## src/rtl/regfile_mp_if.sv

```systemverilog
// Register-file bus: decode-side read/reserve ports and writeback write port.
`timescale 1ns/1ps
interface regfile_mp_if #(
    parameter int unsigned W   = 32,
    parameter int unsigned AW  = 5,
    parameter int unsigned NRD = 2
);
    logic [NRD-1:0]    rd_en;
    logic [NRD*AW-1:0] rd_addr;
    logic [NRD*W-1:0]  rd_data;
    logic [NRD-1:0]    rd_valid;
    logic [NRD-1:0]    rd_pend;
    logic              wr_en;
    logic [AW-1:0]     wr_addr;
    logic [W-1:0]      wr_data;
    logic              resv_en;
    logic [AW-1:0]     resv_addr;
    logic              any_pend;

    modport master (
        output rd_en, rd_addr, wr_en, wr_addr, wr_data, resv_en, resv_addr,
        input  rd_data, rd_valid, rd_pend, any_pend
    );

    modport slave (
        input  rd_en, rd_addr, wr_en, wr_addr, wr_data, resv_en, resv_addr,
        output rd_data, rd_valid, rd_pend, any_pend
    );
endinterface

```

## src/rtl/regfile_mp.sv

```systemverilog
// Multi-read-port register file with write bypass and RAW pending scoreboard.
`timescale 1ns/1ps
module regfile_mp #(
    parameter int unsigned W        = 32,
    parameter int unsigned DEPTH    = 32,
    parameter int unsigned NRD      = 2,
    parameter int unsigned ZERO_REG = 1
) (
    input  logic         clk,
    input  logic         rst,
    regfile_mp_if.slave  bus
);
    localparam int unsigned AW = $clog2(DEPTH);
    localparam logic [AW-1:0] ZERO_ADDR = '0;
    localparam bit HAS_ZERO = (ZERO_REG != 0);

    logic [W-1:0]     r_rf [DEPTH];
    logic [DEPTH-1:0] r_pend;
    logic [DEPTH-1:0] w_pend_nxt;
    logic [NRD*W-1:0] r_rd_data;
    logic [NRD*W-1:0] w_rd_data;
    logic [NRD-1:0]   r_rd_valid;
    logic [NRD-1:0]   r_rd_pend;
    logic [NRD-1:0]   w_rd_pend;
    logic [AW-1:0]    w_a;
    logic             w_hit;
    logic             w_wr_ok;
    logic             w_resv_ok;

    // Register 0 swallows writes and reservations when hardwired to zero
    assign w_wr_ok   = bus.wr_en   && !(HAS_ZERO && (bus.wr_addr   == ZERO_ADDR));
    assign w_resv_ok = bus.resv_en && !(HAS_ZERO && (bus.resv_addr == ZERO_ADDR));

    // Per-port read value and pending flag: zero reg, then same-edge bypass, then array
    always_comb begin
        w_rd_data = r_rd_data;
        w_rd_pend = r_rd_pend;
        w_a       = '0;
        w_hit     = 1'b0;
        for (int i = 0; i < NRD; i++) begin
            w_a   = bus.rd_addr[i*AW +: AW];
            w_hit = bus.wr_en && (bus.wr_addr == w_a);
            if (bus.rd_en[i]) begin
                if (HAS_ZERO && (w_a == ZERO_ADDR)) begin
                    w_rd_data[i*W +: W] = '0;
                end else if (w_hit) begin
                    w_rd_data[i*W +: W] = bus.wr_data;
                end else begin
                    w_rd_data[i*W +: W] = r_rf[w_a];
                end
                // Bypassed write already clears; same-edge reservation is not visible
                w_rd_pend[i] = w_hit ? 1'b0 : r_pend[w_a];
            end
        end
    end

    // Scoreboard update: writeback clear first, then reservation set wins
    always_comb begin
        w_pend_nxt = r_pend;
        if (bus.wr_en) begin
            w_pend_nxt[bus.wr_addr] = 1'b0;
        end
        if (w_resv_ok) begin
            w_pend_nxt[bus.resv_addr] = 1'b1;
        end
    end

    // Register array write
    always_ff @(posedge clk or posedge rst) begin
        if (rst) begin
            for (int k = 0; k < DEPTH; k++) begin
                r_rf[k] <= '0;
            end
        end else if (w_wr_ok) begin
            r_rf[bus.wr_addr] <= bus.wr_data;
        end
    end

    // Scoreboard and registered read outputs
    always_ff @(posedge clk or posedge rst) begin
        if (rst) begin
            r_pend     <= '0;
            r_rd_data  <= '0;
            r_rd_valid <= '0;
            r_rd_pend  <= '0;
        end else begin
            r_pend     <= w_pend_nxt;
            r_rd_data  <= w_rd_data;
            r_rd_valid <= bus.rd_en;
            r_rd_pend  <= w_rd_pend;
        end
    end

    assign bus.rd_data  = r_rd_data;
    assign bus.rd_valid = r_rd_valid;
    assign bus.rd_pend  = r_rd_pend;
    assign bus.any_pend = |r_pend;
endmodule

```

## src/flat_wrapper.sv

```systemverilog
// flat-port wrapper written by rule: the top's interface ports become plain ports
module regfile_mp_flat 
#(
    parameter int unsigned W        = 32,
    parameter int unsigned DEPTH    = 32,
    parameter int unsigned NRD      = 2,
    parameter int unsigned ZERO_REG = 1
)
  (clk, rst, bus_rd_en, bus_rd_addr, bus_wr_en, bus_wr_addr, bus_wr_data, bus_resv_en, bus_resv_addr, bus_rd_data, bus_rd_valid, bus_rd_pend, bus_any_pend);
  regfile_mp_if #(.W(W), .AW(5), .NRD(NRD)) bus_i ();
  input  logic clk;
  input  logic rst;
  input wire logic [$bits(bus_i.rd_en)-1:0] bus_rd_en;
  input wire logic [$bits(bus_i.rd_addr)-1:0] bus_rd_addr;
  input wire logic [$bits(bus_i.wr_en)-1:0] bus_wr_en;
  input wire logic [$bits(bus_i.wr_addr)-1:0] bus_wr_addr;
  input wire logic [$bits(bus_i.wr_data)-1:0] bus_wr_data;
  input wire logic [$bits(bus_i.resv_en)-1:0] bus_resv_en;
  input wire logic [$bits(bus_i.resv_addr)-1:0] bus_resv_addr;
  output wire logic [$bits(bus_i.rd_data)-1:0] bus_rd_data;
  output wire logic [$bits(bus_i.rd_valid)-1:0] bus_rd_valid;
  output wire logic [$bits(bus_i.rd_pend)-1:0] bus_rd_pend;
  output wire logic [$bits(bus_i.any_pend)-1:0] bus_any_pend;
  assign bus_i.rd_en = bus_rd_en;
  assign bus_i.rd_addr = bus_rd_addr;
  assign bus_i.wr_en = bus_wr_en;
  assign bus_i.wr_addr = bus_wr_addr;
  assign bus_i.wr_data = bus_wr_data;
  assign bus_i.resv_en = bus_resv_en;
  assign bus_i.resv_addr = bus_resv_addr;
  assign bus_rd_data = bus_i.rd_data;
  assign bus_rd_valid = bus_i.rd_valid;
  assign bus_rd_pend = bus_i.rd_pend;
  assign bus_any_pend = bus_i.any_pend;
  regfile_mp #(.W(W), .DEPTH(DEPTH), .NRD(NRD), .ZERO_REG(ZERO_REG)) u_core (.clk(clk), .rst(rst), .bus(bus_i));
endmodule
```

## config.mk

```make
export PLATFORM = sky130hd
export DESIGN_NAME = regfile_mp_flat
export DESIGN_NICKNAME = d
export VERILOG_FILES = /design/src/rtl/regfile_mp_if.sv /design/src/rtl/regfile_mp.sv /design/src/flat_wrapper.sv
export SDC_FILE = /design/constraint.sdc
export NUM_CORES = 2
export LEC_CHECK = 0
export BUFFER_PORTS_ARGS = -buffer_cell sky130_fd_sc_hd__buf_2
export CELL_PAD_IN_SITES_DETAIL_PLACEMENT = 2
export CELL_PAD_IN_SITES_GLOBAL_PLACEMENT = 2
export CORE_ASPECT_RATIO = 0.8
export CORE_UTILIZATION = 41
export CTS_CLUSTER_DIAMETER = 30
export DETAILED_ROUTE_END_ITERATION = 10
export PLACE_DENSITY_LB_ADDON = 0.15
export SYNTH_ARGS = -nofsm -noshare
export SYNTH_HDL_FRONTEND = slang
export SYNTH_SLANG_ARGS = --single-unit
```

## constraint.sdc

```tcl
create_clock -name clk -period 38 [get_ports clk]
set_clock_uncertainty 0.1 [all_clocks]
set_input_delay 3.8 -clock clk [delete_from_list [all_inputs] [get_ports clk]]
set_output_delay 3.8 -clock clk [all_outputs]
set_load 0.005 [all_outputs]
```

==> results.yml <==
global_routing:
  grt_pass1_wl_microns: 339000
  grt_max_degree: 163
  globalRouteMet3Util_pct: 5.98
  overflow: 0
  grtUsageMet1_pct: 44.4
  grt.busiest_layer: "met2"
  use_met2_pct: 51.4
  grt_pass1_vias: 47700
  antenna_found_initial: 9
  grt.total_usage_pct: 32.5
clock_network:
  cts.hold.buffers_added: 0
  cts_root_buffer: "clkbuf_16"
  cts_buffer_depth: 4
  cts_buffers: 289
  clk_pin_slew_ns: 0.04
  cts_resized: 0
  htree_levels: 5
  cts.sinks: 1124
  clk_latency_ns: 0.90
  cts_setup_buffers: 0
  tritoncts: "built"
route:
  wire_per_inst_microns: 34.9
  drt_first_pass_iters: 8
  vias: 42500
  routed_wl_microns: 230000
  drtIter0Drc: 3179
  vias_per_cell: 6.46
  ant_nets: 0
  drc: 4
worst_setup_path:
  worstPathRequired_ns: 38.65
  cp-start-kind: "input port"
  critPathMaxFanout: 46
  critPathArrivalTime_ns: 8.16
  crit_path_end_kind: "flip-flop"
  critPathKind: "input port to flip-flop"
synthesis:
  netlist-cell-type-count: 47
  synth-simple-area-share_pct: 5.12
  synth.largest_area_cell: "dfrtp_1"
  synth_xor_area_share_pct: 0.151
  synth_area_sq_um: 58000
  synth_fa_ha_area_share_pct: 0
  netlist.area_leader.share_pct: 48.5
  syn_area_per_cell_sq_um: 12.9
  netlist_top_cells_area: "dfrtp_1 (49%), mux4_2 (18%), mux2_2 (9.8%)"
  synth_common_cells: "dfrtp_1 (1124), o21ai_0 (546), mux2_2 (504)"
  synth-edff-count: 0
  synthArstFlopShare_pct: 100
  ys_ff_latch: 1124
  synth_top_family_by_area: "multiplexers"
  synth_compound_area_share_pct: 9.97
  synth_ff_type: "dfrtp_1"
  ys.warnings.count: 0
  ys_seq_area_share_pct: 48.5
  syn_inst: 4481
  yosysMostFrequentCell: "dfrtp_1"
  synth_nets: 4539
  synth_mux_area_share_pct: 32.0
pwr:
  leakagePower_nw: 30.4
  net-switching-power_mw: 1.26
  ir_worst_vdd_v: 0.0000516
  intPower_mw: 3.50
  p_clk_share_pct: 52.1
  power_density_nw_per_um2: 68.5
  p_sw_share_pct: 26.5
  pwr-share-seq_pct: 33.9
  comb_power_share_pct: 13.9
status:
  status: "finished with violations"
  violations: "DRC"
die:
  die_w_microns: 422
  rows: 123
  die-area_sq_um: 143000
  fp.dieH_microns: 338
  coreArea_sq_um: 141000
  start_util_pct: 41.3
  ioPinCount: 127
layout:
  multi_input_area_sq_um: 27700
  design_area_sq_um: 69500
  seq_area_sq_um: 28100
  n_fill_cell: 13100
  layout-drive-gt1-share_pct: 35.9
  nets: 4559
  area_delta_synth_final_pct: 20.0
timing:
  slew_violations: 0
  setup_viol: 0
  hold_viol: 0
  tns_ns: 0
  tightest_slew_ns: 1.42
  period_needed_ns: 7.52
  fin_crit_sh_pct: 19.8
  fmax_mhz: 133
  max_slew_margin_pct: 5.54
  grt_setup_unrepaired: "no"
placed_design:
  routabilityCongestion: 0.760
  hpwl_microns: 114000
  placed_cell_area_sq_um: 59800
  portBuffers: 126
flow_run:
  maxCapViolCount: 0
hold_path:
  hold_path.class: "flip-flop to flip-flop"
layer usage:
layer / vias to the layer above / wire [microns] / share of wire (%)
met2: 1522 / 109000 / 47
met3: 507 / 12800 / 5.6
met5: - / 12 / 0.0052
met1: 23500 / 99700 / 43
met4: 2 / 8340 / 3.6
li1: 17000 / - / -
cell usage in the layout (no fill, tap or decap), types with 5 or more instances in the layout:
| cell type | synthesis | layout |
|---|---|---|
| dfrtp_1 | 1124 | 1124 |
| o21ai_0 | 546 | 545 |
| mux2_2 | 504 | 504 |
| nand2_1 | 502 | 486 |
| mux4_2 | 465 | 465 |
| clkbuf_16 | 0 | 296 |
| mux2i_1 | 230 | 230 |
| buf_2 | 59 | 118 |
| a211oi_1 | 96 | 96 |
| buf_4 | 44 | 73 |
| inv_1 | 69 | 67 |
| o22ai_1 | 65 | 65 |
| nor2b_1 | 65 | 64 |
| a221oi_1 | 64 | 64 |
| clkbuf_8 | 0 | 56 |
| a22o_1 | 46 | 46 |
| clkinv_2 | 0 | 45 |
| or4_1 | 33 | 33 |
| a22oi_1 | 32 | 32 |
| a2111o_1 | 32 | 32 |
| o221ai_1 | 32 | 32 |
| bufinv_16 | 0 | 32 |
| clkbuf_1 | 333 | 32 |
| clkinvlp_4 | 0 | 20 |
| nor2_4 | 0 | 17 |
| nand2_4 | 0 | 15 |
| xnor2_1 | 10 | 10 |
| nand3b_1 | 8 | 8 |
| nor3b_1 | 8 | 8 |
| inv_6 | 0 | 8 |
| nor4_1 | 8 | 8 |
| mux2_1 | 8 | 8 |
| clkinv_4 | 0 | 7 |
| nor2_1 | 22 | 5 |
| buf_12 | 0 | 5 |
state kept, by name, summed over array words and instances, names as in the netlist:
register	count
u_core.bus.rd_data	64
u_core.bus.rd_pend	2
u_core.bus.rd_valid	2
u_core.r_pend	32
u_core.r_rf	1024
power by group through the flow:
stage	logic [mW]	clock network (mW)	registers (mW)
2_1_floorplan	0.498	0	1.55
3_3_place_gp	0.623	0	1.60
3_5_place_dp	0.650	0	1.62
5_1_grt	0.720	2.57	1.64
4_1_cts	0.668	2.51	1.61
6_report	0.664	2.48	1.62
critical path, stage by stage:
cell      delay [ns]
buf_8           0.45
buf_4           0.73
buf_4           0.75
buf_4           0.72
mux4_2          0.61
nor2b_1         0.16
a211oi_1        0.26
a211oi_1        0.09
a2111o_1        0.42
kinds of logic after synthesis:
group | count (synthesis)
simple gates | 675
flops | 1124
mux | 1207
buf+inv | 543
xor+xnor | 10
compound gates | 922
area by class of cell:
type                    count  share of cell area (%)
clock buffers             383                    11.9
multi-input cells        2814                    39.8
inverters                  70                   0.396
well taps                1875                    3.37
flip-flops and latches   1124                    40.4
repair buffers            202                    1.90
diodes                      4                  0.0144
clock inverters           112                    2.12
final timing paths:
| check | slack, ns | endpoint | startpoint | cells after the start |
|---|---|---|---|---|
| max reg2reg | 35.88 | u_core.bus.rd_data[63]$_DFFE_PP0P_ | u_core.r_rf[607]$_DFFE_PP0P_ | 5 |
| min | 0.29 | u_core.r_rf[996]$_DFFE_PP0P_ | u_core.r_rf[996]$_DFFE_PP0P_ | 0 |
| min reg2reg | 0.29 | u_core.r_rf[996]$_DFFE_PP0P_ | u_core.r_rf[996]$_DFFE_PP0P_ | 0 |
| max in group asynchronous | 31.67 | u_core.r_rf[728]$_DFFE_PP0P_ | rst | 5 |
| max | 30.48 | u_core.bus.rd_data[46]$_DFFE_PP0P_ | bus_rd_addr[5] | 9 |
| min in group asynchronous | 2.94 | u_core.r_pend[24]$_DFF_PP0_ | rst | 2 |
through the flow:
stage               setup WS (ns)  total power, mW  std cells  hold WS, ns  utilization, %
global placement            29.66             2.22       6085        0.277            42.5
finish                      30.48             4.76       6584        0.291            49.5
global route                30.23             4.93       6580        0.304            49.5
CTS                         30.50             4.79       6580        0.293            49.5
floorplan                    2.45             2.05       4481        0.341               -
detailed placement          29.59             2.27       6085        0.284            42.5
(Power assumes the default switching activity.)
